$ cat src/rtl/scalar_wb_unit.sv
// Scalar writeback stage: merges ALU and queued load results into one register-file write port.
// Optional operand bypass from the registered write port is compiled in with `define SCALAR_WB_BYPASS_EN.
module scalar_wb_unit #(
  parameter int DATA_W = 16,
  parameter int ADDR_W = 3,
  parameter int QDEPTH = 4
) (
  input  logic                     clk,
  input  logic                     rst,
  input  logic                     alu_valid,
  input  logic [ADDR_W-1:0]        alu_dst,
  input  logic [DATA_W-1:0]        alu_data,
  input  logic                     mem_valid,
  input  logic [ADDR_W-1:0]        mem_dst,
  input  logic [DATA_W-1:0]        mem_data,
  output logic                     mem_ready,
  input  logic                     issue_valid,
  input  logic [ADDR_W-1:0]        issue_dst,
  output logic [(1<<ADDR_W)-1:0]   pend,
  output logic                     wr_en,
  output logic [ADDR_W-1:0]        wr_dst,
  output logic [DATA_W-1:0]        wr_data,
  input  logic [ADDR_W-1:0]        byp_addr_1,
  input  logic [ADDR_W-1:0]        byp_addr_2,
  output logic                     byp_hit_1,
  output logic                     byp_hit_2,
  output logic [DATA_W-1:0]        byp_data_1,
  output logic [DATA_W-1:0]        byp_data_2
);

  localparam int NREG  = 1 << ADDR_W;
  localparam int PTR_W = $clog2(QDEPTH);
  localparam logic [PTR_W:0] FULL_CNT = (PTR_W+1)'(QDEPTH);

  logic [ADDR_W-1:0] r_q_dst  [QDEPTH];
  logic [DATA_W-1:0] r_q_data [QDEPTH];
  logic [PTR_W-1:0]  r_rd_ptr, r_wr_ptr;
  logic [PTR_W:0]    r_count;
  logic              r_wr_en;
  logic [ADDR_W-1:0] r_wr_dst;
  logic [DATA_W-1:0] r_wr_data;
  logic [NREG-1:0]   r_pend;

  logic              w_mem_ready, w_accept, w_q_empty;
  logic              w_sel_en, w_enq, w_deq;
  logic [ADDR_W-1:0] w_sel_dst;
  logic [DATA_W-1:0] w_sel_data;
  logic [NREG-1:0]   w_set, w_clr;

  // Ready depends only on occupancy so the load path never sees ALU activity.
  assign w_mem_ready = (r_count != FULL_CNT);
  assign w_accept    = mem_valid && w_mem_ready;
  assign w_q_empty   = (r_count == '0);

  always_comb begin
    w_sel_en   = 1'b0;
    w_sel_dst  = alu_dst;
    w_sel_data = alu_data;
    w_enq      = 1'b0;
    w_deq      = 1'b0;
    if (alu_valid) begin
      w_sel_en = 1'b1;
      w_enq    = w_accept;
    end else if (!w_q_empty) begin
      w_sel_en   = 1'b1;
      w_sel_dst  = r_q_dst[r_rd_ptr];
      w_sel_data = r_q_data[r_rd_ptr];
      w_deq      = 1'b1;
      w_enq      = w_accept;
    end else if (w_accept) begin
      w_sel_en   = 1'b1;
      w_sel_dst  = mem_dst;
      w_sel_data = mem_data;
    end
  end

  assign w_set = issue_valid ? (NREG'(1) << issue_dst) : '0;
  assign w_clr = w_sel_en    ? (NREG'(1) << w_sel_dst) : '0;

  always_ff @(posedge clk) begin
    if (rst) begin
      r_rd_ptr  <= '0;
      r_wr_ptr  <= '0;
      r_count   <= '0;
      r_wr_en   <= 1'b0;
      r_wr_dst  <= '0;
      r_wr_data <= '0;
      r_pend    <= '0;
    end else begin
      if (w_enq) r_wr_ptr <= r_wr_ptr + 1'b1;
      if (w_deq) r_rd_ptr <= r_rd_ptr + 1'b1;
      case ({w_enq, w_deq})
        2'b10:   r_count <= r_count + 1'b1;
        2'b01:   r_count <= r_count - 1'b1;
        default: r_count <= r_count;
      endcase
      r_wr_en <= w_sel_en;
      if (w_sel_en) begin
        r_wr_dst  <= w_sel_dst;
        r_wr_data <= w_sel_data;
      end
      // A new issue to a register outranks its retiring write in the same cycle.
      r_pend <= (r_pend & ~w_clr) | w_set;
    end
  end

  always_ff @(posedge clk) begin
    if (w_enq) begin
      r_q_dst[r_wr_ptr]  <= mem_dst;
      r_q_data[r_wr_ptr] <= mem_data;
    end
  end

  assign mem_ready = w_mem_ready;
  assign pend      = r_pend;
  assign wr_en     = r_wr_en;
  assign wr_dst    = r_wr_dst;
  assign wr_data   = r_wr_data;

`ifdef SCALAR_WB_BYPASS_EN
  assign byp_hit_1  = r_wr_en && (byp_addr_1 == r_wr_dst);
  assign byp_hit_2  = r_wr_en && (byp_addr_2 == r_wr_dst);
  assign byp_data_1 = byp_hit_1 ? r_wr_data : '0;
  assign byp_data_2 = byp_hit_2 ? r_wr_data : '0;
`else
  logic w_unused_byp;
  assign w_unused_byp = ^{byp_addr_1, byp_addr_2};
  assign byp_hit_1  = 1'b0;
  assign byp_hit_2  = 1'b0;
  assign byp_data_1 = '0;
  assign byp_data_2 = '0;
`endif

endmodule

$ cat config.mk
export PLATFORM = sky130hd
export DESIGN_NAME = scalar_wb_unit
export DESIGN_NICKNAME = d
export VERILOG_FILES = /design/src/rtl/scalar_wb_unit.sv
export SDC_FILE = /design/constraint.sdc
export NUM_CORES = 1
export LEC_CHECK = 0
export CAP_MARGIN = 10
export CORE_MARGIN = 5
export CORE_UTILIZATION = 30
export DETAILED_ROUTE_END_ITERATION = 10
export GPL_ROUTABILITY_DRIVEN = 0
export GPL_TIMING_DRIVEN = 0
export PLACE_DENSITY = 0.48
export SETUP_SLACK_MARGIN = 0.02
export SLEW_MARGIN = 5
export SYNTH_ARGS = -nofsm -noshare
export SYNTH_HDL_FRONTEND = slang
export SYNTH_SLANG_ARGS = --single-unit
$ cat constraint.sdc
create_clock -name clk -period 3.3 [get_ports clk]
set_input_delay 0.66 -clock clk [delete_from_list [all_inputs] [get_ports clk]]
set_output_delay 0.66 -clock clk [all_outputs]
set_load 0.01 [all_outputs]
==> results.ini, run 1 <==
[run_status]
status=finished clean

[placed_design]
place_area_um2=6187
place_ws_ns=-0.1471
io_buffer_count=72
dpl.cell_count=722
dp_hpwl_um=8924

[route]
vias=3486
drt_iter0_drc=211
wl_per_cell_um=17.40
first_pass_iters=4
vias_per_cell=4.623
ant_nets=0
totalWireLength_um=13120
remaining_drc_errors=0

[floorplanning]
rows=47
coreArea_um2=16580
dieArea_um2=19590
die_x_um=140.0
initial_utilization=0.3056
die_h_um=140.0
num_io_pins=115

[worst_setup_path]
crit_buf_inv=2
path_class=input pin to register
cp_slowest_cell=and2_1
start_kind=input pin
worst_setup_path_end_kind=register
slowest_delay_ns=0.96
required_ns=3.31
cpLargestDelayFamily=buffers and inverters
r2r_slack_ns=0.60
worstPathMaxFanout=19
cp_cell_sequence=clkdlybuf4s50_1 > clkbuf_1 > o211a_1 > and2_1
arrival_ns=2.97

[clock_tree]
cts.path.max_buffers=2
cts_setup_buffers=0
clk_latency_ns=0.41
cts_tree=built
cts_root_buf=clkbuf_16
postCtsHoldBufs=0
cts_sinks=113
clk_pin_slew_worst_paths_ns=0.05
cts_buffers=17
h-tree-depth=4
cts-resized-gates=0

[sta]
max_slew.worst_pin.slew_ns=1.196
fmax_mhz=338.2
maxSlewHeadroom=0.2026
post-route-period-util=0.8961
setup_tns_ns=0
grt_setup_unrepaired=no
min_period_ns=2.957
setup_viol=0
setup_slack_ns=0.3430
timing_hold_violations_final=0
finalMaxSlewViolations=0
skew_ns=0.009915

[synth]
dominantRegCellSynth=edfxtp_1
yosysTopAreaCell=edfxtp_1
async_flop_share=0
synth-seq-cells=113
yosysWarnings=0
synth_edf_count=76
ys_top_cells_by_area=edfxtp_1 (45%), dfxtp_1 (15%), buf_4 (5.2%)
synth_top_area_share=0.4504
syn-cell-area_um2=5067
seq_area_frac_synth=0.5965
synth_cell_type_count=45
synthesis.instances=397
avgSynthCellArea_um2=12.76

[power]
ir_drop_mv=0.3398
powerDensity_nw_per_um2=725.5
power_leakage_nw=2.442

[finish]
utilization=0.4057
syn_to_final_growth_pct=32.77
fin_cells=754
drive_gt1_frac=0.1573
nets=579
insertedDiodeCount=0
fin_area_um2=6728
mostFrequentLayoutCell=edfxtp_1
final_cell_mix=edfxtp_1 (76), clkdlybuf4s50_1 (72), nor2_1 (57)

[min_path]
hp-class=register to register

[global_route]
overflow=0
grt_max_degree=20
grt_pass1_vias=3507
antenna_found_initial=0
grt_pass1_wl_um=19890
grt_use_total=0.1352

[run]
cap_violations=0

[state kept, by name, summed over array words and instances (netlist names), named ones only]
signal,flops
r_q_data,64
wr_data,16
r_q_dst,12
pend,8
r_count,3
wr_dst,3
r_rd_ptr,2
r_wr_ptr,2
wr_en,1
[synthesized netlist by cell type, drive strengths merged (2+ instances only)]
master and n:
dfxtp 37, xor2 3, xnor2 2, or3 4, a21oi 8, nand4 2, buf 41, a311oi 8
o21bai 2, ha 5, o31a 16, mux4 19, a31oi 2, inv 8, nor3 21, clkbuf 15
nor2 57, o21ai 2, and2 6, nor3b 16, nand2 22, nand2b 4, a211oi 6, nand3 2
edfxtp 76
[power by group]
group | switching [mW] | internal, mW | total, mW
combinational | 0.794 | 0.626 | 1.42
clock | 0.593 | 1.05 | 1.64
sequential | 0.0882 | 1.73 | 1.82
total | 1.48 | 3.41 | 4.88
[final timing paths]
kind	to	depth (start not counted)	start
worst min-delay path	wr_dst[1]$_SDFFE_PP0P_	2	wr_dst[1]$_SDFFE_PP0P_
worst min register to register	wr_dst[1]$_SDFFE_PP0P_	2	wr_dst[1]$_SDFFE_PP0P_
worst max register to register	r_count[2]$_SDFFE_PP0P_	10	r_count[2]$_SDFFE_PP0P_
worst max-delay path	r_q_data[1][12]$_DFFE_PP_	4	mem_valid
[logic make-up (layout without fill, tap and decap cells)]
logic type | Yosys count | count (layout) | share of synthesized area
xor gates and xnor gates | 5 | 5 | 0.008644
DFF | 113 | 113 | 0.5965
AOI/OAI and AO/OA | 50 | 50 | 0.07556
other | 1 | 34 | 0.0007400
buffers and inverters | 64 | 168 | 0.07605
muxes | 21 | 21 | 0.09457
adders and majority gates | 6 | 6 | 0.01630
and+or+nand+nor | 137 | 137 | 0.1316
[tightest hold or removal path: cells and delay by family (launching register included)]
| kind | cells | cell delay [ns] |
|---|---|---|
| compound gates | 1 | 0.05 |
| simple gates | 1 | 0.05 |
| flops | 1 | 0.31 |
[per-layer routing]
metal	GRT usage	up-vias	wire length [um]
li1	-	1665	-
met5	0	-	0
met3	0.03545	15	782
met1	0.1662	1686	5815
met2	0.2287	120	6328
met4	0.05099	0	193
[final cells by class]
| class | instances | area, um^2 |
|---|---|---|
| fillers | 1597 | 9856 |
| well taps | 220 | 275.3 |
| plain buffers | 56 | 355.3 |
| multi-input cells | 253 | 1783 |
| clock inverters | 6 | 31.28 |
| clock buffers | 26 | 509.2 |
| flip-flops and latches | 113 | 3023 |
| repair buffers | 72 | 720.7 |
| inverters | 8 | 30.03 |
[metrics by stage]
stage          hold slack, ns  power (mW)
6_report               0.4649       4.881
5_1_grt                0.4882       5.140
4_1_cts                0.4679       4.940
3_5_place_dp           0.4610       3.278
3_3_place_gp           0.4522       3.256
2_1_floorplan          0.4692       2.755
Power figures use the tool's default switching activity.
==> run 2: changes to the inputs <==
--- a/config.mk
+++ b/config.mk
@@ -5,7 +5,8 @@
 export SDC_FILE = /design/constraint.sdc
 export NUM_CORES = 1
 export LEC_CHECK = 0
-export CAP_MARGIN = 10
+export ABC_CLOCK_PERIOD_IN_PS = 3300
+export CAP_MARGIN = 20
 export CORE_MARGIN = 5
 export CORE_UTILIZATION = 30
 export DETAILED_ROUTE_END_ITERATION = 10
==> run 2 against run 1 <==
Net effect:
- via count is 1.9% lower
- non-clock buffer count increased by 4
- fmax is 8.1% higher
- sequential power about the same
- flip-flop and latch count unchanged
- count of clock-buffer cells in the layout shrank 4
- clock skew is 0.0030 ns lower
- worst setup slack better by 0.22 ns
- cell area rose by 3.3%
- utilization is 1.3 points higher
- critical endpoint is now r_count[2]$_SDFFE_PP0P_
- largest cell class unchanged
==> results.ini, run 2 (synthesized netlist as in run 1, its figures left out) <==
[run_status]
status=finished clean  ; unchanged

[sta]
max_slew.worst_pin.slew_ns=0.7339  ; was 1.196 ns
fmax_mhz=365.7  ; was 338.2 MHz
min_period_ns=2.734  ; was 2.957 ns
grt_setup_unrepaired=no  ; unchanged
setup_viol=0  ; unchanged
post-route-period-util=0.8286  ; was 0.8961
finalMaxSlewViolations=0  ; unchanged
maxSlewHeadroom=0.5107  ; was 0.2026
hold_slack_ns=0.4572  ; was 0.4649 ns
setup_slack_ns=0.5656  ; was 0.3430 ns
skew_ns=0.006875  ; was 0.009915 ns
timing_hold_violations_final=0  ; unchanged

[clock_tree]
cts_tree=built  ; unchanged
cts.path.max_buffers=2  ; unchanged
h-tree-depth=4  ; unchanged
clk_latency_ns=0.41  ; about the same
cts_setup_buffers=0  ; unchanged
cts-resized-gates=0  ; unchanged
cts_buffers=17  ; unchanged
clk_pin_slew_worst_paths_ns=0.05  ; about the same
postCtsHoldBufs=0  ; unchanged
cts_root_buf=clkbuf_16  ; unchanged
cts_sinks=113  ; unchanged

[min_path]
min_delay_path_depth=2  ; unchanged
hp-class=register to register  ; unchanged
holdPathEnd=wr_dst[0]$_SDFFE_PP0P_  ; was wr_dst[1]$_SDFFE_PP0P_
hp-start=wr_dst[0]$_SDFFE_PP0P_  ; was wr_dst[1]$_SDFFE_PP0P_

[worst_setup_path]
crit_buf_inv=4  ; was 2
cp_slowest_cell=clkdlybuf4s50_1  ; was and2_1
worstPathMaxFanout=10  ; was 19
required_ns=3.63  ; was 3.31 ns
cp_cell_sequence=clkdlybuf4s50_1 > clkbuf_1 > o211a_1 > inv_1 > ha_1 > inv_1 > fa_1 > xor2_1 > or3_1 > a21oi_1  ; was clkdlybuf4s50_1 > clkbuf_1 > o211a_1 > and2_1
arrival_ns=3.07  ; was 2.97 ns
timing.rr.end=r_count[2]$_SDFFE_PP0P_  ; unchanged
r2r_cells=10  ; unchanged
start_kind=input pin  ; unchanged
path_class=input pin to register  ; unchanged
crit_path_frequent_cell=inv_1
cpLargestDelayFamily=buffers and inverters  ; unchanged
slowest_delay_ns=0.58  ; was 0.96 ns
r2r_slack_ns=0.62  ; was 0.60 ns
r2r_start=r_count[0]$_SDFFE_PP0P_  ; was r_count[2]$_SDFFE_PP0P_
worst_setup_path_end_kind=register  ; unchanged

[route]
vias=3421  ; was 3,486
vias_per_cell=4.513  ; was 4.623
drt_iter0_drc=176  ; was 211
totalWireLength_um=13080  ; was 13,120 um
wl_per_cell_um=17.26  ; was 17.40 um
ant_nets=0  ; unchanged
first_pass_iters=4  ; unchanged
remaining_drc_errors=0  ; unchanged

[global_route]
grt_pass1_wl_um=19800  ; was 19,890 um
overflow=0  ; unchanged
grt_use_total=0.1355  ; was 0.1352
grt_max_degree=17  ; was 20
grt_pass1_vias=3466  ; was 3,507
antenna_found_initial=0  ; unchanged

[finish]
insertedDiodeCount=0  ; unchanged
fin_cells=758  ; was 754
drive_gt1_frac=0.1691  ; was 0.1573
largest-register=r_q_data  ; unchanged
syn_to_final_growth_pct=37.16  ; was 32.77%
nFillCells=1574  ; was 1,597
largest_reg_flops=64  ; unchanged
nets=583  ; was 579
final_cell_mix=edfxtp_1 (76), clkdlybuf4s50_1 (72), nor2_1 (57)  ; unchanged
fin_area_um2=6950  ; was 6728 um^2
mostFrequentLayoutCell=edfxtp_1  ; unchanged

[floorplanning]
num_io_pins=115  ; unchanged
dieArea_um2=19590  ; unchanged
initial_utilization=0.3056  ; unchanged
die_h_um=140.0  ; unchanged
coreArea_um2=16580  ; unchanged
rows=47  ; unchanged
die_x_um=140.0  ; unchanged

[placed_design]
io_buffer_count=72  ; unchanged
dpl.cell_count=726  ; was 722
dp_hpwl_um=9358  ; was 8924 um
place_ws_ns=0.1063  ; was -0.1471 ns
place_area_um2=6297  ; was 6187 um^2

[run]
cap_violations=0  ; unchanged

[power]
powerDensity_nw_per_um2=760.9  ; was 725.5 nW/um^2
total_power_mw=5.289  ; was 4.881 mW
ir_drop_mv=0.3680  ; was 0.3398 mV
power_leakage_nw=2.545  ; was 2.442 nW

## run 2: cell count changes in the layout (fill, tap and decap cells not counted), sizes merged
cell	before	now
clkinvlp	1	0
clkinv	5	4
clkbuf	41	37
inv	8	9
buf	41	45
bufinv	0	5
## run 2: through the flow
step,utilization,setup TNS [ns]
floorplan,-,0
global placement,0.3731,-10.80
detailed placement,0.3797,0
CTS,0.4191,0
global route,0.4191,0
finish,0.4191,0
## run 2: worst min-delay path, delay by kind of cell, from the launching register on
kind            cells  cell delay [ns]
flops               1             0.31
compound gates      1             0.05
simple gates        1             0.05
## run 2: metal layers
metal,up-vias,share of wire,track usage,routed length [um]
met5,-,0,0,0
met3,11,0.055,0.03988,717
met1,1640,0.44,0.1666,5737
met2,102,0.50,0.2246,6499
li1,1668,-,-,-
met4,0,0.0096,0.05405,126
## run 2: final cells by class
| class | instances | area [um^2] | area share |
|---|---|---|---|
| Sequential cell | 113 | 3023 | 0.4349 |
| Timing Repair Buffer | 76 | 830.8 | 0.1195 |
| Buffer | 56 | 355.3 | 0.05113 |
| Inverter | 8 | 30.03 | 0.004320 |
| Clock buffer | 22 | 474.2 | 0.06823 |
| Clock inverter | 10 | 178.9 | 0.02574 |
| Multi-Input combinational cell | 253 | 1783 | 0.2565 |
| Tap cell | 220 | 275.3 | 0.03960 |
## run 2: worst max path at each step
stage | startpoint | endpoint | slack [ns] | cells past startpoint
2_1_floorplan | alu_valid | r_count[2]$_SDFFE_PP0P_ | 0.86 | 9
3_3_place_gp | mem_valid | r_q_data[0][14]$_DFFE_PP_ | -0.15 | 4
3_5_place_dp | mem_valid | r_count[2]$_SDFFE_PP0P_ | 0.11 | 10
4_1_cts | mem_valid | r_count[2]$_SDFFE_PP0P_ | 0.54 | 10
5_1_grt | mem_valid | r_count[2]$_SDFFE_PP0P_ | 0.33 | 10
6_report | mem_valid | r_count[2]$_SDFFE_PP0P_ | 0.57 | 10
## run 2: report_power, final
part           switching, mW  total (mW)  internal [mW]
Sequential            0.0881        1.81           1.73
Clock                  0.620        2.02           1.40
Combinational          0.791        1.46          0.669
Total                   1.50        5.29           3.79
